$ cat config.mk
export PLATFORM = sky130hd
export DESIGN_NAME = gonso_sequencer
export DESIGN_NICKNAME = d
export VERILOG_FILES = /design/src/rtl/gonso_pkg.sv /design/src/rtl/gonso_prescaler.sv /design/src/rtl/gonso_sequencer.sv
export SDC_FILE = /design/constraint.sdc
export NUM_CORES = 1
export LEC_CHECK = 0
export CORE_AREA = 4 4 115 117
export CTS_CLUSTER_SIZE = 28
export DETAILED_ROUTE_END_ITERATION = 7
export DIE_AREA = 0 0 119 121
export HOLD_SLACK_MARGIN = 0.03
export PLACE_DENSITY_LB_ADDON = 0.05
export SYNTH_ARGS = -nofsm -noshare
export SYNTH_HDL_FRONTEND = slang
export SYNTH_SLANG_ARGS = --single-unit
$ cat constraint.sdc
create_clock -name clk -period 3.15 [get_ports clk]
set_input_delay 0.945 -clock clk [delete_from_list [all_inputs] [get_ports clk]]
set_output_delay 0.945 -clock clk [all_outputs]
set_load 0.03 [all_outputs]
$ cat src/rtl/gonso_pkg.sv
// Shared types for the gonso sequencer: top-level FSM states and bit-phase encoding.
package gonso_pkg;

  typedef enum logic [2:0] {
    ST_IDLE,
    ST_FETCH,
    ST_WAIT,
    ST_SHIFT,
    ST_NEXT
  } state_t;

  typedef enum logic [1:0] {
    PH_HIGH,
    PH_DATA,
    PH_LOW
  } phase_t;

  // Line level (before polarity) for a given phase of the current bit.
  function automatic logic phase_level(input phase_t ph, input logic data_bit);
    logic lvl;
    case (ph)
      PH_HIGH: lvl = 1'b1;
      PH_DATA: lvl = data_bit;
      default: lvl = 1'b0;
    endcase
    return lvl;
  endfunction

endpackage

$ cat src/rtl/gonso_prescaler.sv
// Phase-length prescaler: ticks once every prescale+1 clocks while clear is low.
module gonso_prescaler #(
  parameter int unsigned PSIZE = 32
) (
  input  logic             clk,
  input  logic             rst_n,
  input  logic             clear,
  input  logic [PSIZE-1:0] prescale,
  output logic             tick
);

  logic [PSIZE-1:0] cnt;

  assign tick = !clear && (cnt == prescale);

  always_ff @(posedge clk or negedge rst_n) begin
    if (!rst_n) begin
      cnt <= '0;
    end else if (clear || tick) begin
      cnt <= '0;
    end else begin
      cnt <= cnt + PSIZE'(1);
    end
  end

endmodule

$ cat src/rtl/gonso_sequencer.sv
// Reads bytes from SRAM port 1 and serialises them MSB-first as a 3-phase
// (high / data / low) single-wire waveform on dout.
module gonso_sequencer
  import gonso_pkg::*;
#(
  parameter int unsigned ASIZE = 32,
  parameter int unsigned PSIZE = 32
) (
  input  logic             clk,
  input  logic             rst_n,
  input  logic             controller_en,
  input  logic [PSIZE-1:0] prescale,
  input  logic             polarity,
  input  logic [3:0]       w_count,
  input  logic [ASIZE-1:0] w_first,
  input  logic [ASIZE-1:0] w_last,
  input  logic             start,
  output logic             progress,
  output logic             cs_n,
  output logic [ASIZE-1:0] addr,
  input  logic [7:0]       rdata,
  output logic             dout
);

  state_t     state;
  phase_t     phase;
  phase_t     phase_nx;
  logic [2:0] bit_idx;
  logic [2:0] bit_nx;
  logic [7:0] shreg;
  logic [3:0] passes;
  logic       level;
  logic       tick;
  logic       byte_done;

  gonso_prescaler #(.PSIZE(PSIZE)) u_prescaler (
    .clk      (clk),
    .rst_n    (rst_n),
    .clear    (state != ST_SHIFT),
    .prescale (prescale),
    .tick     (tick)
  );

  // The level is registered; polarity is applied on the output so the reset
  // value follows polarity without an input-dependent async reset.
  assign dout = level ^ polarity;

  always_comb begin
    phase_nx  = phase;
    bit_nx    = bit_idx;
    byte_done = 1'b0;
    if (tick) begin
      case (phase)
        PH_HIGH: phase_nx = PH_DATA;
        PH_DATA: phase_nx = PH_LOW;
        default: begin
          if (bit_idx != 3'd0) begin
            bit_nx   = 3'(bit_idx - 3'd1);
            phase_nx = PH_HIGH;
          end else begin
            byte_done = 1'b1;
          end
        end
      endcase
    end
  end

  always_ff @(posedge clk or negedge rst_n) begin
    if (!rst_n) begin
      state    <= ST_IDLE;
      phase    <= PH_HIGH;
      bit_idx  <= '0;
      shreg    <= '0;
      passes   <= '0;
      level    <= 1'b0;
      progress <= 1'b0;
      cs_n     <= 1'b1;
      addr     <= '0;
    end else if (state != ST_IDLE && !controller_en) begin
      state    <= ST_IDLE;
      progress <= 1'b0;
      cs_n     <= 1'b1;
      level    <= 1'b0;
    end else begin
      case (state)
        ST_IDLE: begin
          level <= 1'b0;
          cs_n  <= 1'b1;
          if (start && controller_en) begin
            passes   <= (w_count == 4'd0) ? 4'd1 : w_count;
            addr     <= w_first;
            progress <= 1'b1;
            cs_n     <= 1'b0;
            state    <= ST_FETCH;
          end
        end
        ST_FETCH: begin
          cs_n  <= 1'b1;
          state <= ST_WAIT;
        end
        ST_WAIT: begin
          shreg   <= rdata;
          bit_idx <= 3'd7;
          phase   <= PH_HIGH;
          level   <= 1'b1;
          state   <= ST_SHIFT;
        end
        ST_SHIFT: begin
          phase   <= phase_nx;
          bit_idx <= bit_nx;
          if (byte_done) begin
            level <= 1'b0;
            state <= ST_NEXT;
          end else begin
            level <= phase_level(phase_nx, shreg[bit_nx]);
          end
        end
        ST_NEXT: begin
          if (addr != w_last) begin
            addr  <= addr + ASIZE'(1);
            cs_n  <= 1'b0;
            state <= ST_FETCH;
          end else if (passes > 4'd1) begin
            passes <= passes - 4'd1;
            addr   <= w_first;
            cs_n   <= 1'b0;
            state  <= ST_FETCH;
          end else begin
            progress <= 1'b0;
            state    <= ST_IDLE;
          end
        end
        default: state <= ST_IDLE;
      endcase
    end
  end

endmodule

# [Yosys cells after proc, flatten, opt, wreduce, memory -nomap -nowiden]
# Cells that the tools add are included.
[totals] word_cells=104 out_inout_bits=35 input_bits=113 regBits=87
[op_classes] magnitude_cmp=2 mux=43 eq_ne=18 n_addsub=4 reduce_logical=25 bitwise_logic=2
[ops] op="2-to-1 mux 32 bit" count=4
[ops] op="adder 32 x 1 -> 32 bit (second input constant)" count=2
[ops] op="one-hot mux 32 bit (2 select lines)" count=1
[ops] op="equality test 32 bit" count=1
[ops] op="!= test 32 bit" count=1
[ops] op="2-to-1 mux 3 bit" count=6
[ops] op="2-to-1 mux 1 bit" count=16
[ops] op="2-to-1 mux 4 bit" count=4
[ops] op="!= test 3 bit (second input constant)" count=5
[ops] op="one-hot mux 3 bit (5 select lines)" count=1
[ops] op="nonzero test 3 bit" count=3
[ops] op="one-hot mux 2 bit (2 select lines)" count=2
[ops] op="one-hot mux 4 bit (2 select lines)" count=1
[ops] op="AND reduction 2 bit" count=4
[ops] op="AND reduction 4 bit" count=2
[ops] op="nonzero test 4 bit" count=2
[ops] op="equality test 3 x 2 -> 1 bit (second input constant)" count=2
[ops] op="!= test 2 bit (second input constant)" count=3
[ops] op="one-hot mux 1 bit (3 select lines)" count=2
[ops] op="one-hot mux 3 bit (2 select lines)" count=1
[ops] op="AND reduction 5 bit" count=1
[ops] op="equality test 2 x 1 -> 1 bit (second input constant)" count=2
[ops] op="greater-than comparator 4 x 1 -> 1 bit (second input constant)" count=1
[ops] op="logical NOT 2 bit" count=2
[ops] op="other kinds (19)" count=25

# [Depth between registers and ports, before layout]
[depth] ltp_word=10 ltp_mapped=10 mapped_depth_nobuf=8

# [Cells and area by module]
# From an unflattened synthesis, not the netlist that was laid out.
[hier_totals] hier_cells=669 hier_area_um2=6407.4
[by_module_without_submodules] module="gonso_sequencer" seq_area_each_um2=1377.6 cells_each=444 instances=1 area_each_um2=4230.3
[by_module_without_submodules] module="gonso_prescaler" seq_area_each_um2=800.8 cells_each=225 instances=1 area_each_um2=2177.1

# [Worst setup path after synthesis]
# OpenSTA, ideal clock, no wires.
[synth_path] path_kind="input to register" startpoint="input prescale[1]" endpoint="register level" setup_time_ps=95 t_required_ps=3055 n_path_buf=0 path_stages=7 slack_ps=424 t_arrival_ps=2631 path_cell_list="xor2_1 nor4_1 nand4_2 nor3_1 mux2i_1 mux2_4 o31ai_1"
[synth_via] elab_chain_len=9 elab_cells_between_ends=13 classes_between="eq/ne (2); mux (9); reduce/logical (2)"
[synth_lines] item="start, declared" line="gonso_sequencer.sv:12" text="input logic [PSIZE-1:0] prescale,"
[synth_lines] item="equality test 32 bit *" line="gonso_prescaler.sv:14" text="assign tick = !clear && (cnt == prescale);"
[synth_lines] item="logical AND 1 bit *" line="gonso_prescaler.sv:14"
[synth_lines] item="2-to-1 mux 3 bit" line="gonso_sequencer.sv:52" text="if (tick) begin"
[synth_lines] item="binary-select mux 1 bit (select 3 bit)" line="gonso_sequencer.sv:115" text="level <= phase_level(phase_nx, shreg[bit_nx]);"
[synth_lines] item="2-to-1 mux 1 bit (not written as such)" line="gonso_sequencer.sv:115"
[synth_lines] item="one-hot mux 1 bit (2 select lines)" line="gonso_pkg.sv:21" text="case (ph)"
[synth_lines] item="2-to-1 mux 1 bit *" line="gonso_sequencer.sv:111" text="if (byte_done) begin"
[synth_lines] item="one-hot mux 1 bit (3 select lines) *" line="gonso_sequencer.sv:85" text="case (state)"
[synth_lines] item="2-to-1 mux 1 bit *" line="gonso_sequencer.sv:79" text="end else if (state != ST_IDLE && !controller_en) begin"
[synth_lines] item="end signal, assigned" line="gonso_sequencer.sv:115"
[synth_lines] item="end, declared" line="gonso_sequencer.sv:32" text="logic level;"
# Mark *: on every way between the ends. The rest lies on a longest branch, timed or not. The select of a mux whose other input is x is not followed.
# A chain may end at the register's enable or synchronous reset.

# [Worst setup path after layout]
[layout_path] startpoint="input prescale[29]" endpoint="register level"
# Same word-level chain as after synthesis.

==> run metrics <==
run status=complete, no violations; Routed met1 length=6830 um; Routed WL per cell=16.8 um; switching share of total power=~40%; leading register cell type out of synthesis=sky130_fd_sc_hd__dfrtp_1; Crit path arrival time=3260 ps; Final WS setup=130 ps; vias post-DR=5277; insertion delay of the later-clocked pin in the worst-skew pair=340 ps; number of cells on the worst reg-to-reg path=7; Cell Area, Synth=5650 sq um; mean area per synthesized cell=8.94 sq um; maximum clock rate=about 0.33 GHz; syn_nets=approximately 750; post-layout instance count excluding filler cells=965; library cell with the largest summed area after synthesis=sky130_fd_sc_hd__dfrtp_1; required arrival time at the worst endpoint=3390 ps; part of the power in the clock network=20.5%; met3 routed WL=between 1000 and 1500 um; number of placed I/O pins=148; height of the die=121 um; share of cells above drive strength 1=10.1%; Endpoint, Worst Hold=progress; share of flip-flops with an asynchronous set or reset after synthesis=100%; total routing resource utilization after global routing=23.1%; cell at the root of the clock tree=sky130_fd_sc_hd__clkbuf_16; RR Endpoint=addr[11]; count of pins over their slew limit=0; relative contribution of sequential cells to total power=a little over a third; total of flip-flops plus latches after synthesis=87; detailed router's first-iteration violation count=328; number of cell rows=~40; Worst Hold Path Cells=1; post-detailed-route count of antenna-violating nets=0; r2r setup slk=620 ps; final net count=907; synthesis-to-layout area growth=38.3%; leading cell types by total area after synthesis=sky130_fd_sc_hd__dfrtp_1, sky130_fd_sc_hd__xor2_1, sky130_fd_sc_hd__xnor2_1, sky130_fd_sc_hd__nor2_1, sky130_fd_sc_hd__a21oi_1; worst setup slack after placement=-264 ps; critical path start-end classification=input port to flip-flop; Via-to-Cell Ratio=around 5.5; VDD IR max=0.537 mV; minimum clock period=3020 ps; sequential-to-total area share from yosys stat=38.6%; routed wire length=16300 um; Clk pin slew, worst setup/hold paths=around 60 ps; highest fanout seen on the critical path=3; start of the worst register-to-register path=state[0]; Post-Place Cells=~950; final cycle utilization of the critical path=95.9%; global-route wire length before repair=26700 um; internal power=0.00320 W; max-cap viol count=0; highest-count cells in the layout ignoring fill and taps=sky130_fd_sc_hd__clkdlybuf4s50_1, sky130_fd_sc_hd__dfrtp_1, sky130_fd_sc_hd__nor2_1; commonest non-fill, non-tap cell in the layout=sky130_fd_sc_hd__clkdlybuf4s50_1; DIE AREA=between 10000 and 15000 sq um; number of antenna repair diodes=0; slew margin rel.=62.2%; Congestion Overflow GR=0; power density over cell area=682 nW/um^2; total number of H-tree levels=3; class of the worst hold path=flip-flop to flip-flop; count of final hold-check violations=0; Max clock buf depth=2; Clock Skew=just over 8 ps; number of unique standard cell types used by synthesis=between 60 and 70; pin count of the biggest net entering global routing=42; transition time at the pin with the least slew margin=around 560 ps; Initial Utilization=45.7%; leakage power figure=3.16 nW; total number of clock tree sinks=87; Critical Path Sink Type=flip-flop; met2 routed wirelength=7950 um; kind of launch point of the worst setup path=input port; number of filler instances in the final layout=around 1100; die width=119 um; final setup violation count=0; Yosys warning total=0; number of buffers added on ports=147; Max Used Layer=met4; Core Area=12400 sq um; vias in the first global route=5444; number of antenna violations at the first check in global routing=0; P_sw=0.00212 W; clock tree from TritonCTS=yes; synthesized instance count=between 600 and 700; count of unresolved DRC violations after routing=0; number of flops mapped to enable cells by yosys=0; combinational share of power=around 43%; Hold-fix buffers, CTS=0; hold path start=progress; RSZ-0062 raised after global routing=no; number of detailed-routing iterations run before antenna repair=5; total design power=about 0.0053 W; number of buffers created by CTS=9; area share of the largest cell type after synthesis=a little under two fifths; HPWL after DPL=12400 um; gpl congestion=approximately 0.89
-- kinds of logic (layout without fill, tap and decap cells) --
| family | Yosys count | count (layout) | share of synthesized area [%] |
|---|---|---|---|
| AOI/OAI and AO/OA | 142 | 142 | 15.4 |
| xor gates and xnor gates | 93 | 93 | 14.4 |
| adders and majority gates | 6 | 6 | 1.33 |
| buffers and inverters | 48 | 209 | 3.92 |
| DFF | 87 | 87 | 38.6 |
| muxes | 21 | 21 | 4.87 |
| and+or+nand+nor | 235 | 235 | 21.5 |
-- final cells by class --
class                   count  area [sq um]  area share (%)
clock buffers              15           268            3.43
clock inverters             1          30.0           0.384
inverters                  15          56.3           0.720
multi-input cells         497          3290            42.1
flip-flops and latches     87          2180            27.9
well taps                 172           215            2.75
repair buffers            178          1770            22.7
-- sequential cells by signal, summed over array words and instances (netlist names), 2 cells and up --
register	flops
passes	4
shreg	8
u_prescaler.cnt	32
state	3
bit_idx	3
addr	32
phase	2
-- per-stage QoR --
stage                     area (sq um)  utilization, %  setup TNS (ps)  hold WS (ps)
after floorplan                   5650               -               0           472
after global placement            7490            60.6           -4480           493
after detailed placement          7490            60.6           -3520           497
after CTS                         7790            63.0               0           515
after global routing              7820            63.2               0           537
final                             7820            63.2               0           512
-- how the worst max path moves through the flow --
stage	slack, ps	end	startpoint	depth (start not counted)
detailed placement	-260	level	prescale[29]	8
global route	2	level	prescale[26]	8
global placement	-220	passes[2]	w_last[1]	9
finish	130	level	prescale[29]	8
floorplan	420	level	prescale[1]	7
CTS	90	level	prescale[29]	8
-- power by group through the flow --
stage / clock, W / combinational, W / sequential, W
final: 0.00109 / 0.00230 / 0.00193
after global routing: 0.00116 / 0.00247 / 0.00199
after CTS: 0.00111 / 0.00231 / 0.00193
after detailed placement: 0 / 0.00230 / 0.00194
after global placement: 0 / 0.00226 / 0.00193
after floorplan: 0 / 0.00104 / 0.00217
-- metal layers --
metal	global-route usage, %	up-vias
met2	38.6	201
met1	29.1	2499
met5	0	-
li1	-	2551
met3	5.08	26
met4	8.98	0
-- critical path: stages --
cell                              delay, ps
sky130_fd_sc_hd__clkdlybuf4s50_1        410
sky130_fd_sc_hd__xor2_1                 170
sky130_fd_sc_hd__nor4_2                 420
sky130_fd_sc_hd__nand4_2                230
sky130_fd_sc_hd__nor3_2                 260
sky130_fd_sc_hd__mux2i_2                290
sky130_fd_sc_hd__mux2_4                 320
sky130_fd_sc_hd__o31ai_1                210
-- cell usage after synthesis (3+ instances only) --
library cell and number:
sky130_fd_sc_hd__a31oi_1 7, sky130_fd_sc_hd__or3_1 5, sky130_fd_sc_hd__a2bb2oi_1 6, sky130_fd_sc_hd__a21oi_1 43, sky130_fd_sc_hd__xor2_1 51, sky130_fd_sc_hd__nand4_1 20, sky130_fd_sc_hd__ha_1 6, sky130_fd_sc_hd__buf_2 11
sky130_fd_sc_hd__nand3_1 27, sky130_fd_sc_hd__mux2i_1 8, sky130_fd_sc_hd__clkbuf_1 18, sky130_fd_sc_hd__dfrtp_1 86, sky130_fd_sc_hd__nor2_1 69, sky130_fd_sc_hd__nor3b_1 4, sky130_fd_sc_hd__o22ai_1 8, sky130_fd_sc_hd__mux4_2 4
sky130_fd_sc_hd__o2bb2ai_1 5, sky130_fd_sc_hd__o21ai_0 42, sky130_fd_sc_hd__a22o_1 4, sky130_fd_sc_hd__nor2b_1 3, sky130_fd_sc_hd__nand2b_1 6, sky130_fd_sc_hd__nor4_2 6, sky130_fd_sc_hd__nand2_1 48, sky130_fd_sc_hd__nor3_1 10
sky130_fd_sc_hd__mux2_2 8, sky130_fd_sc_hd__a22oi_1 6, sky130_fd_sc_hd__and3_1 16, sky130_fd_sc_hd__inv_1 15, sky130_fd_sc_hd__nor4_1 6, sky130_fd_sc_hd__and2_1 3, sky130_fd_sc_hd__xnor2_1 42
-- what timing repair did --
action	in CTS	in global routing
endpoints found under the setup margin	0	1
hold endpoints to repair	0	0
gates resized for setup	0	3
setup buffers	0	1
Power figures use the tool's default switching activity.
==> RTL edit 1, RTL diff (config.mk and constraints unchanged) <==
`PSIZE` is set to 32 in 2 places; all go to 16.
--- a/src/rtl/gonso_prescaler.sv
+++ b/src/rtl/gonso_prescaler.sv
@@ -2,3 +2,3 @@
 module gonso_prescaler #(
-  parameter int unsigned PSIZE = 32
+  parameter int unsigned PSIZE = 16
 ) (
--- a/src/rtl/gonso_sequencer.sv
+++ b/src/rtl/gonso_sequencer.sv
@@ -6,3 +6,3 @@
   parameter int unsigned ASIZE = 32,
-  parameter int unsigned PSIZE = 32
+  parameter int unsigned PSIZE = 16
 ) (
Interface: changed (resized prescale); port bits go from 148 to 132. No check against the original RTL was run, so the function may have changed too.
==> RTL edit 1 against the original RTL <==
Area after synthesis down 12%. Routed wire length is 5.6% lower. Largest cell class unchanged. Sequential cell count decreased by 16. Design area shrank 11%. Total power fell by 31%. Count of clock-buffer cells in the layout decreased by 2. Critical path type unchanged. Register-to-register slack worse by 0.11 ns. Worst setup slack improved by 0.091 ns.
==> RTL edit 1: results (changes against the original RTL) <==
Worst setup path
  • Crit Path Max Fanout: 17 (+14)
  • CP peak stage delay: 0.59 ns (+0.17 ns)
  • Worst EP arrival: 3.15 ns (-0.11 ns)

Placement
  • Dpl hpwl: 11700 um (-6.1%)
  • Post-Place Cells: 846 (-11%)
  • Area after DPL: 0.00663 mm2 (-12%)
  • GP Congestion: 0.873 (-1.7%)
  • Placement Setup Slack: -0.248 ns (+0.0163 ns)

Yosys
  • Syn_nets: 642 (-15%)
  • Synth top area cells: dfrtp_1, xor2_1, mux2i_1, o211ai_2, o2bb2ai_1
  • Synth top cells by count: dfrtp_1, xor2_1, nor2_1
  • Netlist cell types: 57 (-6.6%)

GRT
  • Vias in the first global route: 4887 (-10%)
  • First-pass GRT wire length: 25000 um (-6.4%)
  • Largest net degree at the start of global routing: 49 (+17%)

Pwr
  • P_leak: 0.00269 uW (-15%)
  • Worst vdd ir: 217 uV (-60%)
  • Switching power: 1340 uW (-37%)

Detailed routing
  • DRT Pass-1 Iters: 8 (+3)
  • Starting DRT DRC Count: 348 (+6.1%)

Timing
  • Worst Tran Pin Value: 0.714 ns (+0.151 ns)

Final layout
  • Biggest regs: addr (32), u_prescaler.cnt (16), shreg (8)
  • Layout cells sized above 1: 12.2% (+2.1 points)
  • Fin nets: 788 (-13%)

Outcome
  • Status: finished clean
-- RTL edit 1: cell type report --
class	count	area [um2]
inverter	28	105
fill	1129	5430
clock inverter	3	42.5
sequential	71	1780
tap	172	215
multi-input combinational	416	2970
timing repair buffer	159	1560
clock buffer	13	260
-- RTL edit 1: per-layer routing --
| metal | up-vias | track usage (%) | part of all wire (%) |
|---|---|---|---|
| met5 | - | 0 | 0 |
| met4 | 0 | 7.31 | 1.9 |
| met3 | 23 | 5.87 | 6.8 |
| met2 | 176 | 34.4 | 46 |
| met1 | 2278 | 28.6 | 45 |
| li1 | 2305 | - | - |
-- RTL edit 1: what timing repair did --
item | CTS | global route
hold endpoints to repair | 0 | 0
gates resized for setup | 0 | 2
setup endpoints to repair | 0 | 8
-- RTL edit 1: path summary, 6_finish.rpt --
check,slack [ns],cells past startpoint,startpoint,endpoint
setup / recovery,0.22,9,w_last[21],addr[4]
hold / removal,0.51,1,shreg[7],shreg[7]
max in group asynchronous,1.85,2,rst_n,shreg[0]
setup reg to reg,0.51,7,addr[1],addr[24]
hold reg to reg,0.51,1,shreg[7],shreg[7]
min in group asynchronous,0.62,1,rst_n,addr[15]
-- RTL edit 1: cells by family after synthesis --
family,after synthesis,synth area share (%)
AO/OA/AOI/OAI,123,19.5
XOR/XNOR,59,10.4
adder cells (fa/ha/maj),6,1.51
buffers and inverters,52,4.90
flip-flops,71,35.7
multiplexers,37,8.14
AND/OR/NAND/NOR,191,19.9
-- RTL edit 1: power groups by stage --
stage | combinational [uW] | sequential, uW | clock, uW
2_1_floorplan | 518 | 1510 | 0
4_1_cts | 1260 | 1370 | 1080
3_3_place_gp | 1250 | 1380 | 0
3_5_place_dp | 1250 | 1390 | 0
5_1_grt | 1340 | 1410 | 1110
6_report | 1250 | 1370 | 1050
==> RTL edit 2, RTL diff (config.mk and constraints unchanged) <==
Without the edit above. Encoding of `state_t`: now one-hot (5 bits for 5 states).
--- a/src/rtl/gonso_pkg.sv
+++ b/src/rtl/gonso_pkg.sv
@@ -3,8 +3,8 @@
 
-  typedef enum logic [2:0] {
-    ST_IDLE,
-    ST_FETCH,
-    ST_WAIT,
-    ST_SHIFT,
-    ST_NEXT
+  typedef enum logic [4:0] {
+    ST_IDLE  = 5'b00001,
+    ST_FETCH = 5'b00010,
+    ST_WAIT  = 5'b00100,
+    ST_SHIFT = 5'b01000,
+    ST_NEXT  = 5'b10000
   } state_t;
Function: same outputs for any inputs over 10 cycles, from zero or initial values and one cycle with rst_n low; not proved beyond that.
==> RTL edit 2 against the original RTL <==
Area after synthesis increased by 1.8%. Sequential cell count increased by 2. Total power decreased by 30%. Worst setup slack improved by 0.0030 ns. Design area increased by 0.86%. Routed wire length increased by 2.4%. Fmax increased by 0.10%. Non-clock buffer count unchanged. Cell count increased by 2.1%. Largest cell class unchanged.
==> RTL edit 2: results (changes against the original RTL) <==
Placement
  • Dpl hpwl: 12700 um (+2.5%)
  • GP Congestion: 0.875 (-1.6%)
  • PortBufs: 147 (unchanged)
  • Placement Setup Slack: -0.218 ns (+0.0454 ns)

Final layout
  • Fin nets: 928 (+2.3%)
  • Fill cells: 1077 (-0.093%)
  • Inverters: 20 (+5)
  • Clock network area share: 3.76% (-0.049 points)
  • Layout cells sized above 1: 9.72% (-0.37 points)
  • Multi-input gates: 511 (+2.8%)
  • Antenna diodes: 0 (unchanged)
  • CLK BUF: 11 (-4)
  • Seq/total area: 28.3% (+0.41 points)
  • Non-Clock Buffer Area Fraction: 21.9% (-0.78 points)
  • Multi-input gate area: 0.00334 mm2 (+1.4%)

Detailed routing
  • Starting DRT DRC Count: 305 (-7.0%)
  • Met3 routed WL: 948 um (-11%)
  • DR vias: 5383 (+2.0%)
  • Met2 wire length: 8180 um (+2.9%)
  • DRT Pass-1 Iters: 5 (unchanged)
  • Highest routed layer: met4
  • Antenna viol nets, final: 0 (unchanged)
  • Met1 WL: 7160 um (+4.9%)
  • Wirelength per Cell: 16.9 um (+0.33%)

GRT
  • Vias in the first global route: 5549 (+1.9%)
  • Largest net degree at the start of global routing: 46 (+9.5%)
  • Global routing usage on met3: 5.50% (+0.42 points)
  • Overall routing resource usage: 23.4% (+0.37 points)
  • First-pass GRT wire length: 27200 um (+1.9%)
  • Met1 global-route usage: 29.0% (-0.14 points)
  • Grt met2 use: 40.2% (+1.6 points)

Timing
  • Fin Clk Skew: 0.00655 ns (-0.00149 ns)
  • Worst Tran Pin Value: 0.865 ns (+0.302 ns)

Yosys
  • Mux share of post-synthesis cell area: 4.90% (+0.024 points)
  • Syn_nets: 767 (+2.1%)
  • Syn. warnings: 0 (unchanged)
  • Netlist cell types: 57 (-6.6%)
  • Synth top area cells: dfrtp_1, xor2_1, xnor2_1, a21oi_1, nor2_1
  • Post-Synth Adder-Cell Area: 1.31% (-0.023 points)
  • Synth top cells by count: dfrtp_1, nor2_1, a21oi_1
  • Post-Synth XOR/XNOR Area: 14.8% (+0.36 points)
  • Synth Area in Compound Gates: 15.5% (+0.10 points)
  • Yosys reg bits: 89 (+2.3%)
  • Sequential area share after synthesis: 38.8% (+0.22 points)

Clock tree
  • PostCTS Resize Cnt: 0 (unchanged)
  • Clock transition at path regs: 0.07 ns
  • H-tree Lvls: 3 (unchanged)
  • Num CTS Buffers: 9 (unchanged)

Worst setup path
  • Largest delay share family, worst path: buffers and inverters
  • CP peak stage delay: 0.41 ns
  • Crit Path Max Fanout: 22 (+19)
  • Slowest-stage cell, CP: clkdlybuf4s50_1
  • Worst EP arrival: 3.28 ns (+0.02 ns)

Hold path
  • Hold WC Path Type: register to register

Pwr
  • Worst vdd ir: 319 uV (-41%)
  • P_leak: 0.00314 uW (-0.78%)

Outcome
  • Status: finished clean
==> RTL edit 2: metrics by stage <==
step	instances	setup TNS, ns	instance area [um2]
2_1_floorplan	648	0	5750
3_3_place_gp	970	-6.32	7580
3_5_place_dp	970	-5.52	7580
4_1_cts	985	0	7870
5_1_grt	985	0	7880
6_report	985	0	7880
==> RTL edit 2: power by group <==
| group | internal [uW] | switching, uW |
|---|---|---|
| clock network | 634 | 450 |
| registers | 1280 | 235 |
| logic | 556 | 600 |
==> RTL edit 2: path summary, 6_finish.rpt <==
check	startpoint	cells after the start	slack, ns	end
worst max register to register	addr[0]	7	0.66	addr[26]
worst min-delay path	shreg[5]	1	0.54	shreg[5]
min in group asynchronous	rst_n	1	0.60	u_prescaler.cnt[18]
worst min register to register	shreg[5]	1	0.54	shreg[5]
worst max-delay path	w_last[24]	11	0.13	addr[24]
max in group asynchronous	rst_n	2	1.88	addr[18]
